<file path="src/rtl/pe_link_pkg.sv">
// Shared definitions for the 130-bit nearest-neighbour PE link: bit
// positions on the forward and reverse buses, the transmit FSM state type
// and the link-word pack helper.
package pe_link_pkg;

    localparam int unsigned DATA_W         = 128;
    localparam int unsigned LINK_W         = DATA_W + 2;
    localparam int unsigned LINK_VALID_BIT = 129;
    localparam int unsigned LINK_LAST_BIT  = 128;
    localparam int unsigned CREDIT_RET_BIT = 129;

    typedef enum logic [1:0] {
        IDLE  = 2'd0,
        RUN   = 2'd1,
        PAUSE = 2'd2
    } link_state_t;

    // Build a forward link word {valid, last, data}.
    function automatic logic [LINK_W-1:0] pack_link(
        input logic              valid,
        input logic              last,
        input logic [DATA_W-1:0] data
    );
        logic [LINK_W-1:0] w_word;
        w_word                 = '0;
        w_word[LINK_VALID_BIT] = valid;
        w_word[LINK_LAST_BIT]  = last;
        w_word[DATA_W-1:0]     = data;
        return w_word;
    endfunction

endpackage

</file>
<file path="src/rtl/pe_link_fifo.sv">
// Synchronous FIFO, depth 2**AW, first-word fall-through read port.
// Ports:
//   clk, i_reset      : clock, synchronous active-high reset
//   i_wr_en/i_wr_data : push (ignored while full)
//   i_rd_en           : pop (ignored while empty); read and write may coincide
//   o_rd_data_c       : head entry, combinational from registered pointer
//   o_full/o_empty    : registered occupancy flags
module pe_link_fifo #(
    parameter int unsigned AW = 3,
    parameter int unsigned W  = 129
) (
    input  logic         clk,
    input  logic         i_reset,
    input  logic         i_wr_en,
    input  logic [W-1:0] i_wr_data,
    input  logic         i_rd_en,
    output logic [W-1:0] o_rd_data_c,
    output logic         o_full,
    output logic         o_empty
);

    localparam int unsigned DEPTH = 1 << AW;

    logic [W-1:0]  r_mem [DEPTH];
    logic [AW-1:0] r_wr_ptr;
    logic [AW-1:0] r_rd_ptr;
    logic [AW:0]   r_count;
    logic          r_full;
    logic          r_empty;
    logic [AW:0]   w_count_next;
    logic          w_wr;
    logic          w_rd;

    assign w_wr = i_wr_en && !r_full;
    assign w_rd = i_rd_en && !r_empty;

    // Occupancy after this edge; flags are registered from it.
    always_comb begin
        w_count_next = r_count + (AW+1)'(w_wr) - (AW+1)'(w_rd);
    end

    always_ff @(posedge clk) begin
        if (i_reset) begin
            r_wr_ptr <= '0;
            r_rd_ptr <= '0;
            r_count  <= '0;
            r_full   <= 1'b0;
            r_empty  <= 1'b1;
        end else begin
            if (w_wr) r_wr_ptr <= r_wr_ptr + AW'(1);
            if (w_rd) r_rd_ptr <= r_rd_ptr + AW'(1);
            r_count <= w_count_next;
            r_full  <= (w_count_next == (AW+1)'(DEPTH));
            r_empty <= (w_count_next == '0);
        end
    end

    // Storage is not reset; pointers define validity.
    always_ff @(posedge clk) begin
        if (w_wr) r_mem[r_wr_ptr] <= i_wr_data;
    end

    assign o_rd_data_c = r_mem[r_rd_ptr];
    assign o_full      = r_full;
    assign o_empty     = r_empty;

endmodule

</file>
<file path="src/rtl/pe_link_tx.sv">
// Transmit end of the PE link: buffers a local valid/ready word stream and
// emits registered link words under credit-based flow control, gated by
// ap_start.
// Ports:
//   clk, reset            : clock, synchronous active-high reset
//   ap_start              : level-sensitive transmit enable
//   din/din_last/din_valid: local word stream, din_ready accepts it
//   out_to_link           : registered {valid, last, data}
//   in_from_link          : reverse bus, only the credit-return bit is used
//   credit_count          : credits currently available
//   credit_err            : sticky, credit returned while already full
//   busy                  : started and (FIFO non-empty or credits outstanding)
module pe_link_tx
    import pe_link_pkg::*;
#(
    parameter int unsigned DATA_WIDTH   = 128,
    parameter int unsigned LINK_WIDTH   = 130,
    parameter int unsigned FIFO_AW      = 3,
    parameter int unsigned INIT_CREDITS = 4,
    parameter int unsigned CREDIT_W     = 4
) (
    input  logic                  clk,
    input  logic                  reset,
    input  logic                  ap_start,
    input  logic [DATA_WIDTH-1:0] din,
    input  logic                  din_last,
    input  logic                  din_valid,
    output logic                  din_ready,
    output logic [LINK_WIDTH-1:0] out_to_link,
    input  logic [LINK_WIDTH-1:0] in_from_link,
    output logic [CREDIT_W-1:0]   credit_count,
    output logic                  credit_err,
    output logic                  busy
);

    localparam logic [CREDIT_W-1:0] INIT_C = CREDIT_W'(INIT_CREDITS);

    link_state_t             r_state;
    link_state_t             w_state_next;
    logic [LINK_WIDTH-1:0]   r_link;
    logic [CREDIT_W-1:0]     r_credit;
    logic                    r_credit_err;

    logic                    w_send;
    logic                    w_ret;
    logic                    w_wr;
    logic                    w_fifo_full;
    logic                    w_fifo_empty;
    logic [DATA_WIDTH:0]     w_rd_word;
    logic [CREDIT_W:0]       w_credit_sum;
    logic [CREDIT_W-1:0]     w_credit_next;
    logic                    w_err_set;
    logic                    w_unused_link;

    // Only the credit-return bit of the reverse bus carries meaning here.
    assign w_unused_link = ^in_from_link[CREDIT_RET_BIT-1:0];

    assign w_wr = din_valid && din_ready;

    pe_link_fifo #(
        .AW (FIFO_AW),
        .W  (DATA_WIDTH + 1)
    ) u_fifo (
        .clk         (clk),
        .i_reset     (reset),
        .i_wr_en     (w_wr),
        .i_wr_data   ({din_last, din}),
        .i_rd_en     (w_send),
        .o_rd_data_c (w_rd_word),
        .o_full      (w_fifo_full),
        .o_empty     (w_fifo_empty)
    );

    // State register.
    always_ff @(posedge clk) begin
        if (reset) r_state <= IDLE;
        else       r_state <= w_state_next;
    end

    // Next state: IDLE is left once and only re-entered through reset.
    always_comb begin
        w_state_next = r_state;
        case (r_state)
            IDLE:    if (ap_start)  w_state_next = RUN;
            RUN:     if (!ap_start) w_state_next = PAUSE;
            PAUSE:   if (ap_start)  w_state_next = RUN;
            default: w_state_next = IDLE;
        endcase
    end

    // State-decoded controls; credit returns are ignored until started.
    always_comb begin
        din_ready = 1'b0;
        w_ret     = 1'b0;
        busy      = 1'b0;
        w_send    = 1'b0;
        if (r_state != IDLE) begin
            din_ready = !w_fifo_full;
            w_ret     = in_from_link[CREDIT_RET_BIT];
            busy      = !w_fifo_empty || (r_credit != INIT_C);
        end
        if (r_state == RUN) begin
            w_send = !w_fifo_empty && (r_credit != '0);
        end
    end

    // Credit arithmetic, saturating at the initial grant.
    always_comb begin
        w_credit_sum  = {1'b0, r_credit} + (CREDIT_W+1)'(w_ret) - (CREDIT_W+1)'(w_send);
        w_credit_next = (w_credit_sum > {1'b0, INIT_C}) ? INIT_C : w_credit_sum[CREDIT_W-1:0];
        w_err_set     = w_ret && !w_send && (r_credit == INIT_C);
    end

    // Link word, credit counter and sticky error.
    always_ff @(posedge clk) begin
        if (reset) begin
            r_link       <= '0;
            r_credit     <= '0;
            r_credit_err <= 1'b0;
        end else begin
            r_link <= w_send ? pack_link(1'b1, w_rd_word[DATA_WIDTH], w_rd_word[DATA_WIDTH-1:0])
                             : '0;
            if (r_state == IDLE) begin
                r_credit <= ap_start ? INIT_C : '0;
            end else begin
                r_credit <= w_credit_next;
            end
            if (w_err_set) r_credit_err <= 1'b1;
        end
    end

    assign out_to_link  = r_link;
    assign credit_count = r_credit;
    assign credit_err   = r_credit_err;

endmodule

</file>
<file path="config.mk">
export PLATFORM = sky130hd
export DESIGN_NAME = pe_link_tx
export DESIGN_NICKNAME = d
export VERILOG_FILES = /design/src/rtl/pe_link_pkg.sv /design/src/rtl/pe_link_fifo.sv /design/src/rtl/pe_link_tx.sv
export SDC_FILE = /design/constraint.sdc
export NUM_CORES = 1
export LEC_CHECK = 0
export CAP_MARGIN = 20
export CORE_UTILIZATION = 57
export CTS_CLUSTER_DIAMETER = 100
export DETAILED_ROUTE_END_ITERATION = 10
export MAX_ROUTING_LAYER = met4
export PLACE_DENSITY = 0.79
export SYNTH_ARGS = -nofsm -noshare
export SYNTH_HDL_FRONTEND = slang
export SYNTH_SLANG_ARGS = --single-unit
</file>
<file path="constraint.sdc">
create_clock -name clk -period 17 [get_ports clk]
set_input_delay 3.4 -clock clk [delete_from_list [all_inputs] [get_ports clk]]
set_output_delay 3.4 -clock clk [all_outputs]
set_load 0.05 [all_outputs]
</file>
==> results.py, run 1 <==
metrics = {
    "logic_synthesis": {
        "synth_nets": 2174,
        "synth_edf_count": 1032,
        "synth_top_cells_by_count": "edfxtp_1 (1032), mux4_2 (258), dfxtp_1 (152)",
        "yosysSeqAreaShare": 0.793,
        "async_flop_share": 0,
        "syn_area_per_cell_um2": 22.6,
        "synthDistinctLibCells": 36,
        "yosys_register_bits": 1184,
        "synth.most_common_cell": "edfxtp_1",
        "synth.top_cell.area_share": 0.722,
        "yosys.area.top_type": "edfxtp_1",
        "synthFlopType": "edfxtp_1",
        "syn_inst": 1896,
        "synth_area_um2": 42900,
        "synth.area.top_cells": "edfxtp_1 (72%), mux4_2 (14%), dfxtp_1 (7.1%), mux2i_1 (3.0%), nor2_1 (1.3%)",
        "ys.warnings.count": 0,
    },
    "clock_network": {
        "clk_transition_reported_paths_ns": 0.06,
        "cts_tree": "yes",
        "cts_buffers": 113,
        "cts_hold_buffers": 0,
        "post_cts_buffers": 0,
        "cts-root-buf": "clkbuf_16",
        "clock-sinks": 1184,
        "cts_resized": 0,
        "clockBufferDepth": 3,
        "htreeDepth": 3,
        "clkLatencyLatePin_ns": 0.66,
    },
    "detailed_routing": {
        "vias": 19300,
        "drtPass1Iterations": 5,
        "dr.first_iter.drc_count": 1604,
        "wl_um": 82300,
        "ant_nets": 0,
        "vias_per_cell": 5.87,
        "post-route-drc-count": 0,
        "wl_per_cell_um": 25.0,
    },
    "power_and_ir_drop": {
        "p_per_area_nw_per_um2": 120,
        "switchingPower_mw": 1.21,
        "leakagePower_nw": 15.5,
        "seqPwrFrac": 0.533,
        "p_sw_frac": 0.200,
        "peakVddDrop_uv": 91.2,
        "intPower_mw": 4.83,
        "combPwrFrac": 0.054,
        "clockPowerShare": 0.413,
    },
    "global_route": {
        "track_usage": 0.226,
        "gr-total-overflow": 0,
        "antenna_found_initial": 11,
        "grt_pass1_wl_um": 125000,
        "grt_pass1_vias": 20500,
        "grt_max_degree": 150,
    },
    "die": {
        "initial_utilization": 0.576,
        "rows": 100,
        "fp.dieW_um": 276,
        "io_pins": 400,
        "die_area_um2": 76400,
        "fp.dieH_um": 276,
        "coreArea_um2": 74400,
    },
    "status": {
        "status": "complete, no violations",
    },
    "cells_and_area": {
        "layout-drive-gt1-share": 0.198,
        "area_delta_synth_final_pct": 17.4,
        "nFillCells": 4469,
        "multi_input_area_um2": 8290,
        "regArea_um2": 34000,
        "fin_area_um2": 50400,
        "final_nets": 2485,
    },
    "timing": {
        "period_needed_ns": 6.70,
        "finalSetupViolations": 0,
        "rsz0062_at_grt": "false",
        "skew_ns": 0.0157,
        "fmax_ghz": 0.149,
        "post-route-period-util": 0.394,
        "hold_viol": 0,
        "worstMarginPinSlew_ns": 1.26,
        "max_slew_margin": 0.158,
        "timing.final.max_slew_violations": 0,
        "setup-tns-final_ns": 0,
    },
    "worst_setup_path": {
        "cp-start-kind": "input pin",
        "critPathMaxFanout": 55,
        "critPathKind": "in -> reg",
        "worst_ep_arrival_time_ns": 6.98,
        "cp-end-kind": "flip-flop",
        "cp.required_ns": 17.28,
    },
    "min_path": {
        "hp-class": "reg -> reg",
    },
    "placement": {
        "io_buffers": 270,
        "gp_congestion": 0.792,
        "dpl_cell_area_um2": 46600,
        "place_hpwl_um": 39400,
    },
    "run": {
        "cap_violations": 0,
    },
}
layout make-up:
class                      count  share of cell area
tap                          969              0.0241
clock buffer                 163              0.0638
clock inverter                51              0.0108
antenna                       12            0.000596
timing repair buffer         285              0.0586
multi-input combinational    603               0.165
inverter                      20             0.00149
sequential                  1184               0.676
cells in the final DEF, fill, tap and decap left out, types with 2 or more instances in the layout:
cell,synthesis,final
a211oi_1,3,3
a21oi_1,5,5
a31oi_1,2,2
buf_12,0,11
buf_4,22,4
bufinv_16,0,11
clkbuf_1,13,35
clkbuf_16,0,117
clkbuf_8,0,11
clkdlybuf4s50_1,0,270
clkinv_1,0,11
clkinv_2,0,20
clkinv_4,0,2
clkinvlp_4,0,4
dfxtp_1,152,149
dfxtp_4,0,3
diode_2,0,12
edfxtp_1,1032,1032
fa_1,2,2
ha_1,13,13
inv_1,20,20
inv_6,0,3
mux2i_1,130,130
mux4_2,258,258
nand2_1,4,4
nand2b_1,3,3
nand3_1,4,4
nor2_1,148,142
nor2_4,0,6
nor3_1,6,4
nor3_2,0,2
o21ba_2,2,2
or3_1,2,2
xnor2_1,5,5
xor2_1,4,4
sequential cells by signal, indices dropped and copies added, names as in the netlist, named ones only:
register         flops
credit_count         4
credit_err           1
out_to_link        130
r_state              2
u_fifo.o_empty       1
u_fifo.o_full        1
u_fifo.r_count       4
u_fifo.r_mem      1032
u_fifo.r_rd_ptr      3
u_fifo.r_wr_ptr      3
metal layers:
| metal | up-vias | wire length [um] | track usage |
|---|---|---|---|
| met4 | 0 | 1120 | 0.0540 |
| li1 | 8373 | - | - |
| met5 | - | 0 | - |
| met1 | 10200 | 33600 | 0.290 |
| met3 | 81 | 5380 | 0.0461 |
| met2 | 611 | 42200 | 0.375 |
cells by family (layout without fill, tap and decap cells):
group | Yosys count | after routing | synth area share
compound gates | 19 | 19 | 0.00341
simple gates | 171 | 171 | 0.0159
buf+inv | 109 | 519 | 0.0148
other cells | 1 | 13 | 0.0000874
mux | 388 | 388 | 0.166
fa+ha+maj | 15 | 15 | 0.00473
flops | 1184 | 1184 | 0.793
xor+xnor | 9 | 9 | 0.00184
final timing paths:
path,from,end,slack [ns],cells after the start
setup / recovery,din_valid,u_fifo.r_mem[4][57],10.30,6
hold / removal,credit_err,credit_err,0.51,2
setup reg to reg,r_state[1],u_fifo.r_mem[4][57],12.91,6
hold reg to reg,credit_err,credit_err,0.51,2
critical path, cell delays in order:
cell and delay (ns):
clkdlybuf4s50_1 0.53, nand2_1 0.11, or2_2 0.39, nor2_4 0.74
buf_4 0.90, buf_4 0.82
power groups by stage:
| stage | Sequential, mW | Combinational, mW | Clock [mW] |
|---|---|---|---|
| floorplan | 3.31 | 0.191 | 0 |
| global placement | 3.28 | 0.316 | 0 |
| detailed placement | 3.28 | 0.326 | 0 |
| CTS | 3.22 | 0.328 | 2.54 |
| global route | 3.22 | 0.349 | 2.65 |
| finish | 3.22 | 0.323 | 2.49 |
metrics by stage:
stage	utilization	cells	hold slack (ns)	power, mW	worst slack (ns)
final	0.676	3287	0.510	6.03	10.30
after global routing	0.676	3286	0.545	6.22	10.12
after CTS	0.676	3275	0.513	6.08	10.22
after detailed placement	0.626	3061	0.495	3.60	9.52
after global placement	0.626	3061	0.480	3.59	9.56
after floorplan	-	1896	0.462	3.50	3.71
No activity file was read; power rests on OpenSTA's default activity.
==> run 2, diff against run 1 <==
clock period = 6.2 ns   (was 17 ns; I/O delays follow)
==> results.py, run 2 (synthesized netlist as in run 1, its figures left out) <==
metrics = {
    "clock_network": {
        "clockBufferDepth": 3,
        "clkLatencyLatePin_ns": 0.68,
        "clock-sinks": 1184,
        "post_cts_buffers": 0,
        "cts_resized": 0,
        "clk_transition_reported_paths_ns": 0.06,
        "cts_buffers": 112,
        "cts_hold_buffers": 0,
        "htreeDepth": 3,
        "cts-root-buf": "clkbuf_16",
        "cts_tree": "yes",
    },
    "cells_and_area": {
        "fin_area_um2": 50500,
        "final_nets": 2498,
        "regArea_um2": 34000,
        "multi_input_area_um2": 8300,
        "stdcell_count": 3301,
        "final_common_cell": "edfxtp_1",
        "layout-drive-gt1-share": 0.202,
        "final_cell_mix": "edfxtp_1 (1032), clkdlybuf4s50_1 (270), mux4_2 (258), dfxtp_1 (149), nor2_1 (142)",
        "finish.utilization": 0.678,
        "largest_register_ffs": 1032,
        "nFillCells": 4471,
        "largest_register": "u_fifo.r_mem",
        "area_delta_synth_final_pct": 17.7,
    },
    "run": {
        "cap_violations": 0,
    },
    "die": {
        "fp.dieH_um": 276,
        "fp.dieW_um": 276,
        "initial_utilization": 0.576,
        "rows": 100,
        "die_area_um2": 76400,
        "coreArea_um2": 74400,
        "io_pins": 400,
    },
    "worst_setup_path": {
        "cp-start-kind": "flip-flop",
        "cp-end-kind": "primary output",
        "cp.required_ns": 4.96,
        "critPathKind": "reg -> out",
        "worst_ep_arrival_time_ns": 2.30,
        "rrSetupSlack_ns": 3.22,
        "critPathMaxFanout": 3,
    },
    "detailed_routing": {
        "top_layer": "met4",
        "dr.first_iter.drc_count": 1605,
        "wl_um": 83400,
        "drtPass1Iterations": 5,
        "routed-wl-met2_um": 43500,
        "wl_met3_um": 4910,
        "wl_per_cell_um": 25.3,
        "drt-met1-wl_um": 33100,
        "ant_nets": 0,
        "vias": 19400,
        "post-route-drc-count": 0,
        "vias_per_cell": 5.87,
    },
    "timing": {
        "rsz0062_at_grt": "false",
        "finalSetupViolations": 0,
        "skew_ns": 0.0337,
        "timing.final.max_slew_violations": 0,
        "period_needed_ns": 3.54,
        "fmax_ghz": 0.283,
        "max_slew_margin": 0.294,
        "hold_viol": 0,
        "post-route-period-util": 0.571,
        "worstMarginPinSlew_ns": 1.06,
    },
    "placement": {
        "place_hpwl_um": 42600,
        "io_buffers": 270,
        "dpl_cell_area_um2": 46800,
        "place_inst": 3075,
        "gp_congestion": 0.757,
    },
    "global_route": {
        "track_usage": 0.230,
        "antenna_found_initial": 14,
        "grt_pass1_vias": 20900,
        "grt_pass1_wl_um": 127000,
        "gr-total-overflow": 0,
        "grt_max_degree": 130,
    },
    "min_path": {
        "hp-class": "reg -> reg",
    },
    "power_and_ir_drop": {
        "peakVddDrop_uv": 268,
        "p_per_area_nw_per_um2": 326,
        "total_power_mw": 16.5,
        "leakagePower_nw": 15.6,
    },
    "status": {
        "status": "complete, no violations",
    },
}
==> run 2: cell count changes in the layout (fill, tap and decap cells not counted), moves of 3 or more <==
cell / delta
buf_12: +6
buf_4: +8
clkbuf_16: -5
clkbuf_8: +5
clkinvlp_4: -4
diode_2: +3
==> run 2: through the flow <==
stage	setup TNS [ns]	hold slack, ns	worst slack, ns
global placement	0	0.467	2.32
global route	0	0.544	2.55
finish	0	0.500	2.66
detailed placement	0	0.477	2.23
CTS	0	0.493	2.62
floorplan	-1005.26	0.462	-1.44
==> run 2: layer usage <==
layer	vias to the layer above	track usage
met3	154	0.0414
met1	10200	0.292
met5	-	-
met2	657	0.382
met4	0	0.0721
li1	8400	-
==> run 2: final cells by class <==
cell class	count	share of cell area
antenna	15	0.000743
clock buffer	162	0.0624
clock inverter	49	0.0107
inverter	20	0.00149
multi-input combinational	603	0.164
sequential	1184	0.674
tap	969	0.0240
timing repair buffer	299	0.0621
==> run 2: where the power goes <==
group          internal, mW  switching, mW  total, mW
Sequential             8.76         0.0574       8.82
Clock                  3.95           2.81       6.76
Combinational         0.425          0.470      0.895
Total                  13.1           3.34       16.5
==> run 2: path summary, 6_finish.rpt <==
| path | startpoint | endpoint | cells past startpoint |
|---|---|---|---|
| worst max-delay path | credit_count[3] | busy | 4 |
| worst min-delay path | credit_err | credit_err | 2 |
| worst max register to register | credit_count[1] | credit_count[1] | 10 |
| worst min register to register | credit_err | credit_err | 2 |
==> run 2: worst max-delay path, stage by stage, from the launching register on <==
cell and delay, ns:
dfxtp_1 0.36, inv_1 0.08, ha_1 0.22, a31oi_1 0.15, clkdlybuf4s50_1 0.83
